File: src/rtl/seg7_pkg.sv
// Shared definitions for the seven-segment scan controller.
// Glyph table is active-high {g,f,e,d,c,b,a}.
package seg7_pkg;

  localparam logic [6:0] SEG_BLANK = 7'h00;

  localparam logic [6:0] SEG_GLYPH [16] = '{
    7'h3F, 7'h06, 7'h5B, 7'h4F,
    7'h66, 7'h6D, 7'h7D, 7'h07,
    7'h7F, 7'h6F, 7'h77, 7'h7C,
    7'h39, 7'h5E, 7'h79, 7'h71
  };

  function automatic logic [6:0] seg7_polarity(
    input logic [6:0] seg,
    input logic       act_low
  );
    return act_low ? ~seg : seg;
  endfunction

endpackage

File: src/rtl/seg7_scan_ctrl_hex_decode.sv
// Combinational hex nibble to active-high glyph decoder.
// One instance serves the currently scanned digit.
module seg7_hex_decode
  import seg7_pkg::*;
(
  input  logic [3:0] i_nibble,
  output logic [6:0] o_glyph
);

  // Table lookup of the glyph for the nibble
  always_comb begin
    o_glyph = SEG_GLYPH[i_nibble];
  end

endmodule

File: src/rtl/seg7_scan_ctrl.sv
// Multi-digit seven-segment scan controller with digit register file.
// One guard cycle per slot keeps anodes dark while segments settle.
module seg7_scan_ctrl
  import seg7_pkg::*;
#(
  parameter int NUM_DIGITS  = 4,
  parameter int REFRESH_DIV = 50000,
  parameter int SEG_ACT_LOW = 1,
  parameter int AN_ACT_LOW  = 1,
  localparam int AW = (NUM_DIGITS > 1) ? $clog2(NUM_DIGITS) : 1
) (
  input  logic                  clk,
  input  logic                  rst_n,
  input  logic                  wr_en,
  input  logic [AW-1:0]         wr_addr,
  input  logic [3:0]            wr_data,
  input  logic                  wr_dp,
  input  logic                  wr_blank,
  output logic [6:0]            seg,
  output logic                  dp,
  output logic [NUM_DIGITS-1:0] an,
  output logic [AW-1:0]         scan_idx
);

  localparam int DEPTH = 1 << AW;
  localparam int PW    = $clog2(REFRESH_DIV);

  localparam logic SEG_LOW = (SEG_ACT_LOW != 0);
  localparam logic AN_LOW  = (AN_ACT_LOW != 0);

  localparam logic [6:0] SEG_OFF =
    seg7_polarity(SEG_BLANK, SEG_LOW);
  localparam logic [NUM_DIGITS-1:0] AN_OFF =
    {NUM_DIGITS{AN_LOW}};

  logic [3:0]       r_nib [DEPTH];
  logic [DEPTH-1:0] r_dp;
  logic [DEPTH-1:0] r_blank;

  logic [PW-1:0] r_pre;
  logic [AW-1:0] r_scan;

  logic [6:0]            r_seg;
  logic                  r_dp_o;
  logic [NUM_DIGITS-1:0] r_an;

  logic                  w_wr_ok;
  logic                  w_wrap;
  logic                  w_guard;
  logic [3:0]            w_cur_nib;
  logic                  w_cur_dp;
  logic                  w_cur_blank;
  logic [6:0]            w_glyph;
  logic [6:0]            w_seg_act;
  logic                  w_dp_act;
  logic [NUM_DIGITS-1:0] w_an_hot;
  logic [NUM_DIGITS-1:0] w_an_act;

  assign w_wr_ok = wr_en && (32'(wr_addr) < NUM_DIGITS);
  assign w_wrap  = (r_pre == PW'(REFRESH_DIV - 1));
  assign w_guard = (r_pre == '0);

  // Digit register file; addresses past the last digit are dropped
  always_ff @(posedge clk or negedge rst_n) begin
    if (!rst_n) begin
      for (int i = 0; i < DEPTH; i++) begin
        r_nib[i] <= '0;
      end
      r_dp    <= '0;
      r_blank <= '1;
    end else if (w_wr_ok) begin
      r_nib[wr_addr]   <= wr_data;
      r_dp[wr_addr]    <= wr_dp;
      r_blank[wr_addr] <= wr_blank;
    end
  end

  // Prescaler and digit scan counter
  always_ff @(posedge clk or negedge rst_n) begin
    if (!rst_n) begin
      r_pre  <= '0;
      r_scan <= '0;
    end else begin
      r_pre <= w_wrap ? '0 : r_pre + 1'b1;
      if (w_wrap) begin
        r_scan <= (r_scan == AW'(NUM_DIGITS - 1))
                ? '0 : r_scan + 1'b1;
      end
    end
  end

  assign w_cur_nib   = r_nib[r_scan];
  assign w_cur_dp    = r_dp[r_scan];
  assign w_cur_blank = r_blank[r_scan];

  seg7_hex_decode u_dec (
    .i_nibble (w_cur_nib),
    .o_glyph  (w_glyph)
  );

  // Active-high view of the next pin values
  always_comb begin
    w_an_hot = '0;
    for (int i = 0; i < NUM_DIGITS; i++) begin
      w_an_hot[i] = (r_scan == AW'(i));
    end
    w_seg_act = w_cur_blank ? SEG_BLANK : w_glyph;
    w_dp_act  = w_cur_dp & ~w_cur_blank;
    w_an_act  = (w_guard | w_cur_blank) ? '0 : w_an_hot;
  end

  // Output register stage with pin polarity applied
  always_ff @(posedge clk or negedge rst_n) begin
    if (!rst_n) begin
      r_seg  <= SEG_OFF;
      r_dp_o <= SEG_LOW;
      r_an   <= AN_OFF;
    end else begin
      r_seg  <= seg7_polarity(w_seg_act, SEG_LOW);
      r_dp_o <= w_dp_act ^ SEG_LOW;
      r_an   <= AN_LOW ? ~w_an_act : w_an_act;
    end
  end

  assign seg      = r_seg;
  assign dp       = r_dp_o;
  assign an       = r_an;
  assign scan_idx = r_scan;

endmodule
File: config.mk
export PLATFORM = sky130hd
export DESIGN_NAME = seg7_scan_ctrl
export DESIGN_NICKNAME = d
export VERILOG_FILES = /design/src/rtl/seg7_pkg.sv /design/src/rtl/seg7_scan_ctrl_hex_decode.sv /design/src/rtl/seg7_scan_ctrl.sv
export SDC_FILE = /design/constraint.sdc
export NUM_CORES = 1
export LEC_CHECK = 0
export ABC_AREA = 1
export CAP_MARGIN = 30
export CORE_AREA = 2 2 87 89
export DETAILED_ROUTE_END_ITERATION = 6
export DIE_AREA = 0 0 89 91
export PLACE_DENSITY = 0.69
export SETUP_SLACK_MARGIN = 0.3
export SLEW_MARGIN = 20
export SYNTH_ARGS = -nofsm -noshare
export SYNTH_HDL_FRONTEND = slang
export SYNTH_SLANG_ARGS = --single-unit
export TNS_END_PERCENT = 1
File: constraint.sdc
create_clock -name clk -period 2.2 [get_ports clk]
set_input_delay 0.44 -clock clk [delete_from_list [all_inputs] [get_ports clk]]
set_output_delay 0.44 -clock clk [all_outputs]
set_load 0.02 [all_outputs]
# Yosys cells after proc, flatten, opt, wreduce, memory -nomap -nowiden
# Memory sizes are Yosys's and may differ from the RTL's.
# Cells that the tools add are included.
totals:
  mem_bits_ro: 112
  input_bits: 11
  ff_bits: 54
  output_inout_bits: 14
  elab_cells: 58
  memories: 1
op_classes:
  magnitude_cmp: 7
  bitwise_logic: 9
  add_sub_neg: 2
  reduce_logical: 4
  n_eq_ne: 4
  mux: 20
mem_list:
  columns: ["name", "depth", "width", "read_ports", "rd_clocked_by_memory_dff", "write_ports", "line", "text"]
  rows:
  - ["(no name shown)", 16, 7, 1, 0, 0, "seg7_scan_ctrl_hex_decode.sv:12", "o_glyph = SEG_GLYPH[i_nibble];"]
ops:
  columns: ["operator", "count"]
  rows:
  - ["2-to-1 mux 7 bit", 3]
  - ["adder 16 x 1 -> 16 bit (second input constant)", 1]
  - ["bitwise mux 16 bit", 1]
  - ["equality test 16 bit (second input constant)", 1]
  - ["zero test 16 bit", 1]
  - ["2-to-1 mux 16 bit", 1]
  - ["2-to-1 mux 4 bit", 4]
  - ["binary-select mux 4 bit (select 2 bit)", 1]
  - ["bitwise mux 4 bit", 2]
  - ["demux 4 bit (select 2 bit)", 1]
  - ["NOT 7 bit", 1]
  - ["greater-or-equal comparator 3 bit (second input constant)", 2]
  - ["< comparator 2 x 3 -> 1 bit (second input constant)", 2]
  - ["NOT 2 -> 3 bit", 2]
  - ["greater-or-equal comparator 5 bit (second input constant)", 1]
  - ["NOT 4 -> 5 bit", 1]
  - ["binary-select mux 1 bit (select 2 bit)", 2]
  - ["equality test 2 bit (second input constant)", 2]
  - ["NOT 4 bit", 1]
  - ["< comparator 3 x 1 -> 1 bit (second input constant)", 1]
  - ["2-to-1 mux 1 bit", 3]
  - ["adder 2 x 1 -> 2 bit (second input constant)", 1]
  - ["demux 1 bit (select 2 bit)", 1]
  - ["equality test 2 x 1 -> 1 bit (second input constant)", 1]
  - ["7 further kinds", 9]

# Longest topological paths before layout
# Gate-level depths: netlist (run 1).
logic_depth:
  depth_word: 10
  depth_mapped: 11

# Cells and area by module
# From an unflattened synthesis (run 1), not the netlist that was laid out.
hier_totals:
  cells_unflattened: 350
  area_unflattened_um2: 2800.2
by_module_without_submodules:
  columns: ["module", "n_inst", "cells_per_inst", "area_per_inst_um2"]
  rows:
  - ["seg7_scan_ctrl", 1, 296, 2514.9]
  - ["seg7_hex_decode", 1, 54, 285.3]

# Worst setup path before layout (run 1)
# OpenSTA, ideal clock, no wires.
synth_path:
  kind: "reg2reg"
  start: "reg r_scan[1], in the netlist scan_idx[1]"
  end: "reg r_seg[6], in the netlist seg[6]"
  required_time_ps: 2124
  arrival_ps: 1588
  path_buffers: 1
  path_stages_with_launch: 11
  setup_slack_ps: 536
  cell_sequence: "dfrtp_1 > buf_2 > inv_2 > nand3_1 > nand2_2 > inv_1 > ha_1 > nand3_1 > nand3_1 > nand2_1 > nand2_1"
synth_via:
  elab_chain_len: 10
  word_cells_on_any_way: 12
  classes_between: "mux: 8; bitwise: 3; memory: 1"
synth_lines:
  columns: ["element", "line", "text"]
  rows:
  - ["start, declared", "seg7_scan_ctrl.sv:41", "logic [AW-1:0] r_scan;"]
  - ["start signal, assigned", "seg7_scan_ctrl.sv:86", "r_scan <= (r_scan == AW'(NUM_DIGITS - 1))"]
  - ["NOT 2 -> 3 bit (implied by the code)", "seg7_scan_ctrl.sv:92", "assign w_cur_nib = r_nib[r_scan];"]
  - ["binary-select mux 4 bit (select 2 bit)", "seg7_scan_ctrl.sv:92", null]
  - ["2-to-1 mux 4 bit (implied by the code) (2 in series)", "seg7_scan_ctrl.sv:92", null]
  - ["NOT 4 -> 5 bit (implied by the code)", "seg7_scan_ctrl_hex_decode.sv:12", null]
  - ["memory read (16 x 7 bit)", null, null]
  - ["2-to-1 mux 7 bit (implied by the code) (2 in series)", "seg7_scan_ctrl_hex_decode.sv:12", null]
  - ["2-to-1 mux 7 bit (*)", "seg7_scan_ctrl.sv:107", "w_seg_act = w_cur_blank ? SEG_BLANK : w_glyph;"]
  - ["NOT 7 bit (*)", "seg7_pkg.sv:18", "return act_low ? ~seg : seg;"]
  - ["end signal, assigned", "seg7_scan_ctrl.sv:119", "r_seg <= seg7_polarity(w_seg_act, SEG_LOW);"]
  - ["end, declared", "seg7_scan_ctrl.sv:43", "logic [6:0] r_seg;"]
# Mark *: on every way between the ends. The rest lies on a longest branch, timed or not. The select of a mux whose other input is x is not followed.
# A chain may end at the register's enable or synchronous reset.

# Final worst setup path (run 1)
layout_path:
  start: "reg r_an[2], in the netlist an[2]"
  end: "out an[2]"
layout_rtl:
  columns: ["element", "line", "text"]
  rows:
  - ["start, declared", "seg7_scan_ctrl.sv:45", "logic [NUM_DIGITS-1:0] r_an;"]
  - ["start signal, assigned", "seg7_scan_ctrl.sv:121", "r_an <= AN_LOW ? ~w_an_act : w_an_act;"]
  - ["end, declared", "seg7_scan_ctrl.sv:21", "output logic [NUM_DIGITS-1:0] an,"]
# No word-level cell between the ends.

==> impl_metrics.yaml, run 1 <==
routing:
  drc_errors: 0
  drt_iter0_markers: 106
  via_count: 2210
  wl_per_cell_um: 12.3
  ant_nets: 0
  dr.pass1.iters: 4
  routed_wl_um: 5720
  vias_per_cell: 4.74
sta:
  worstMarginPinSlew_ns: 0.572
  max-slew-margin-rel: 0.619
  clock_skew_ns: 0.0162
  setup_violations: 0
  finalCriticalPeriod_ns: 1.88
  fmax_mhz: 531
  fin_crit_sh: 0.857
  setup-tns-final_ns: 0
  hold_viol: 0
  grt_setup_unrepaired: "true"
  drv_slew: 0
grt:
  overflow: 0
  grt_antenna_before_repair: 0
  grt_pass1_vias: 2118
  grt_max_degree: 31
  grt_pass1_wl_um: 9840
  grt.total_usage: 0.151
synthesis:
  synth-warning-count: 0
  synth_seq_area_share: 0.492
  synthCells: 337
  synthesis.nets: 360
  avgSynthCellArea_sq_um: 8.26
  ys_seq_elements: 54
  synth.distinct_cells: 30
  synth_area_sq_um: 2790
setup_path:
  crit_path_max_incr_delay_ns: 0.60
  end_kind: "output pin"
  crit_fanout: 1
  critPathArrivalTime_ns: 1.44
  path_class: "flop to output pin"
  path_buf_inv: 1
  critPathSlowestCell: "clkdlybuf4s50_1"
  crit_cells: 1
  required_ns: 1.76
  crit_chain: "clkdlybuf4s50_1"
  startpoint_type: "flop"
  path_delay_family: "buffers and inverters"
  worst_r2r_path_depth: 8
final_layout:
  n_antenna_cell: 0
  final_net_count: 389
  final_cells: 466
  area_growth_syn_to_layout_pct: 16.4
  final_cell_mix: "nand2_1, nand3_1, dfrtp_1"
  drive_gt1_frac: 0.128
  final_common_cell: "nand2_1"
  nFillCells: 710
placed_design:
  gp_congestion: 0.859
  hpwl_um: 4170
  dp_cells: 454
  io_buffers: 24
clocking:
  path_clk_slew_ns: 0.11
  clk_latency_ns: 0.31
  cts_buffer_depth: 2
  clockRootBuffer: "clkbuf_8"
  cts_tree: "yes"
  htree_num_levels: 2
  cts_buffers: 5
  clock_sinks: 54
job:
  maxCapViolations: 0
status:
  status: "finished clean"
die:
  design.core.area_sq_um: 7140
  die_h_um: 91
  rows: 31
  pin_count: 25
  dieArea_sq_um: 8100
  initial_core_util: 0.390
  die_w_um: 89
min_path:
  hold_path_class: "primary input to asynchronous set/reset pin"
power:
  ir_worst_vdd_mv: 0.284
  p_leak_nw: 1.56
  power_density_nw_per_um2: 687
==> metal layers <==
layer  vias up  global-route usage  wire length, um
met5         -                   0                0
met1      1030               0.212             2810
met4         0              0.0410               70
met2        42               0.236             2650
li1       1133                   -                -
met3         5              0.0300              186
==> path summary, 6_finish.rpt <==
path,slack (ns),startpoint,end
worst min-delay path,0.11,rst_n,r_nib[11]
worst max-delay path,0.32,an[2],an[2]
worst max register to register,0.45,scan_idx[0],seg[2]
max in group asynchronous,1.46,rst_n,seg[3]
min in group clk,0.50,r_blank[3],r_blank[3]
worst min register to register,0.50,r_blank[3],r_blank[3]
==> power by group <==
group / total (W) / switching (W) / internal, W
Combinational: 0.000456 / 0.000266 / 0.000190
Sequential: 0.00120 / 0.0000576 / 0.00114
Clock: 0.000572 / 0.000341 / 0.000231
Total: 0.00223 / 0.000665 / 0.00156
==> flip-flops by register name, summed over array words and instances, names as in the netlist <==
signal / cells
seg: 7
r_nib: 16
scan_idx: 2
r_pre: 16
r_dp: 4
r_blank: 4
dp: 1
an: 4
==> cell type report <==
class,count,area (sq um),share of cell area
clock buffer,5,68.8,0.0212
clock inverter,3,22.5,0.00694
inverter,35,131,0.0405
multi-input combinational,240,1230,0.380
sequential,54,1370,0.423
tap,99,124,0.0382
timing repair buffer,30,292,0.0899
==> logic make-up (layout without fill, tap and decap cells) <==
| family | Yosys count | in the layout | share of synthesized area |
|---|---|---|---|
| xor gates and xnor gates | 8 | 8 | 0.0252 |
| DFF | 54 | 54 | 0.492 |
| buffers and inverters | 43 | 73 | 0.0651 |
| adders and majority gates | 12 | 12 | 0.0539 |
| AOI/OAI and AO/OA | 38 | 38 | 0.0732 |
| and+or+nand+nor | 182 | 182 | 0.290 |
==> Yosys cell counts, drive strengths merged <==
master  count  share of area
nor3        2         0.0036
o21ai      31          0.057
a21oi       3         0.0054
nand4       4         0.0090
nor2       36          0.049
o22ai       1         0.0022
o21a        1         0.0031
o21bai      1         0.0027
o211ai      1         0.0027
nand2      95           0.14
nor4        1         0.0022
nor3b       2         0.0054
dfrtp      38           0.34
nand3      42          0.085
inv        35          0.047
xor2        8          0.025
ha         12          0.054
buf         4          0.013
dfstp      16           0.15
clkbuf      4         0.0054
==> stage by stage <==
| stage | instance area (sq um) | power (W) | hold slack [ns] | setup slack [ns] | util |
|---|---|---|---|---|---|
| after floorplan | 2790 | 0.00149 | 0.144 | 0.536 | - |
| after global placement | 3120 | 0.00166 | 0.469 | 0.458 | 0.437 |
| after detailed placement | 3120 | 0.00168 | 0.478 | 0.392 | 0.437 |
| after CTS | 3210 | 0.00225 | 0.132 | 0.271 | 0.450 |
| after global routing | 3240 | 0.00236 | 0.145 | 0.246 | 0.454 |
| final | 3240 | 0.00223 | 0.109 | 0.315 | 0.454 |
==> timing repair <==
item | 4_1_cts | 5_1_grt
gates resized for setup | 2 | 0
buffers inserted | 0 | 4
endpoints found under the setup margin | 2 | 15
hold buffers | 0 | 0
endpoints found under the hold margin | 0 | 0
No activity file was read; power rests on OpenSTA's default activity.
==> run 2, diff against run 1 <==
--- a/config.mk
+++ b/config.mk
@@ -8,6 +8,7 @@
 export ABC_AREA = 1
 export CAP_MARGIN = 30
 export CORE_AREA = 2 2 87 89
+export CTS_CLUSTER_SIZE = 14
 export DETAILED_ROUTE_END_ITERATION = 6
 export DIE_AREA = 0 0 89 91
 export PLACE_DENSITY = 0.69
==> results of run 2 <==
Final layout, timing and power as in run 1 (identical DEF).
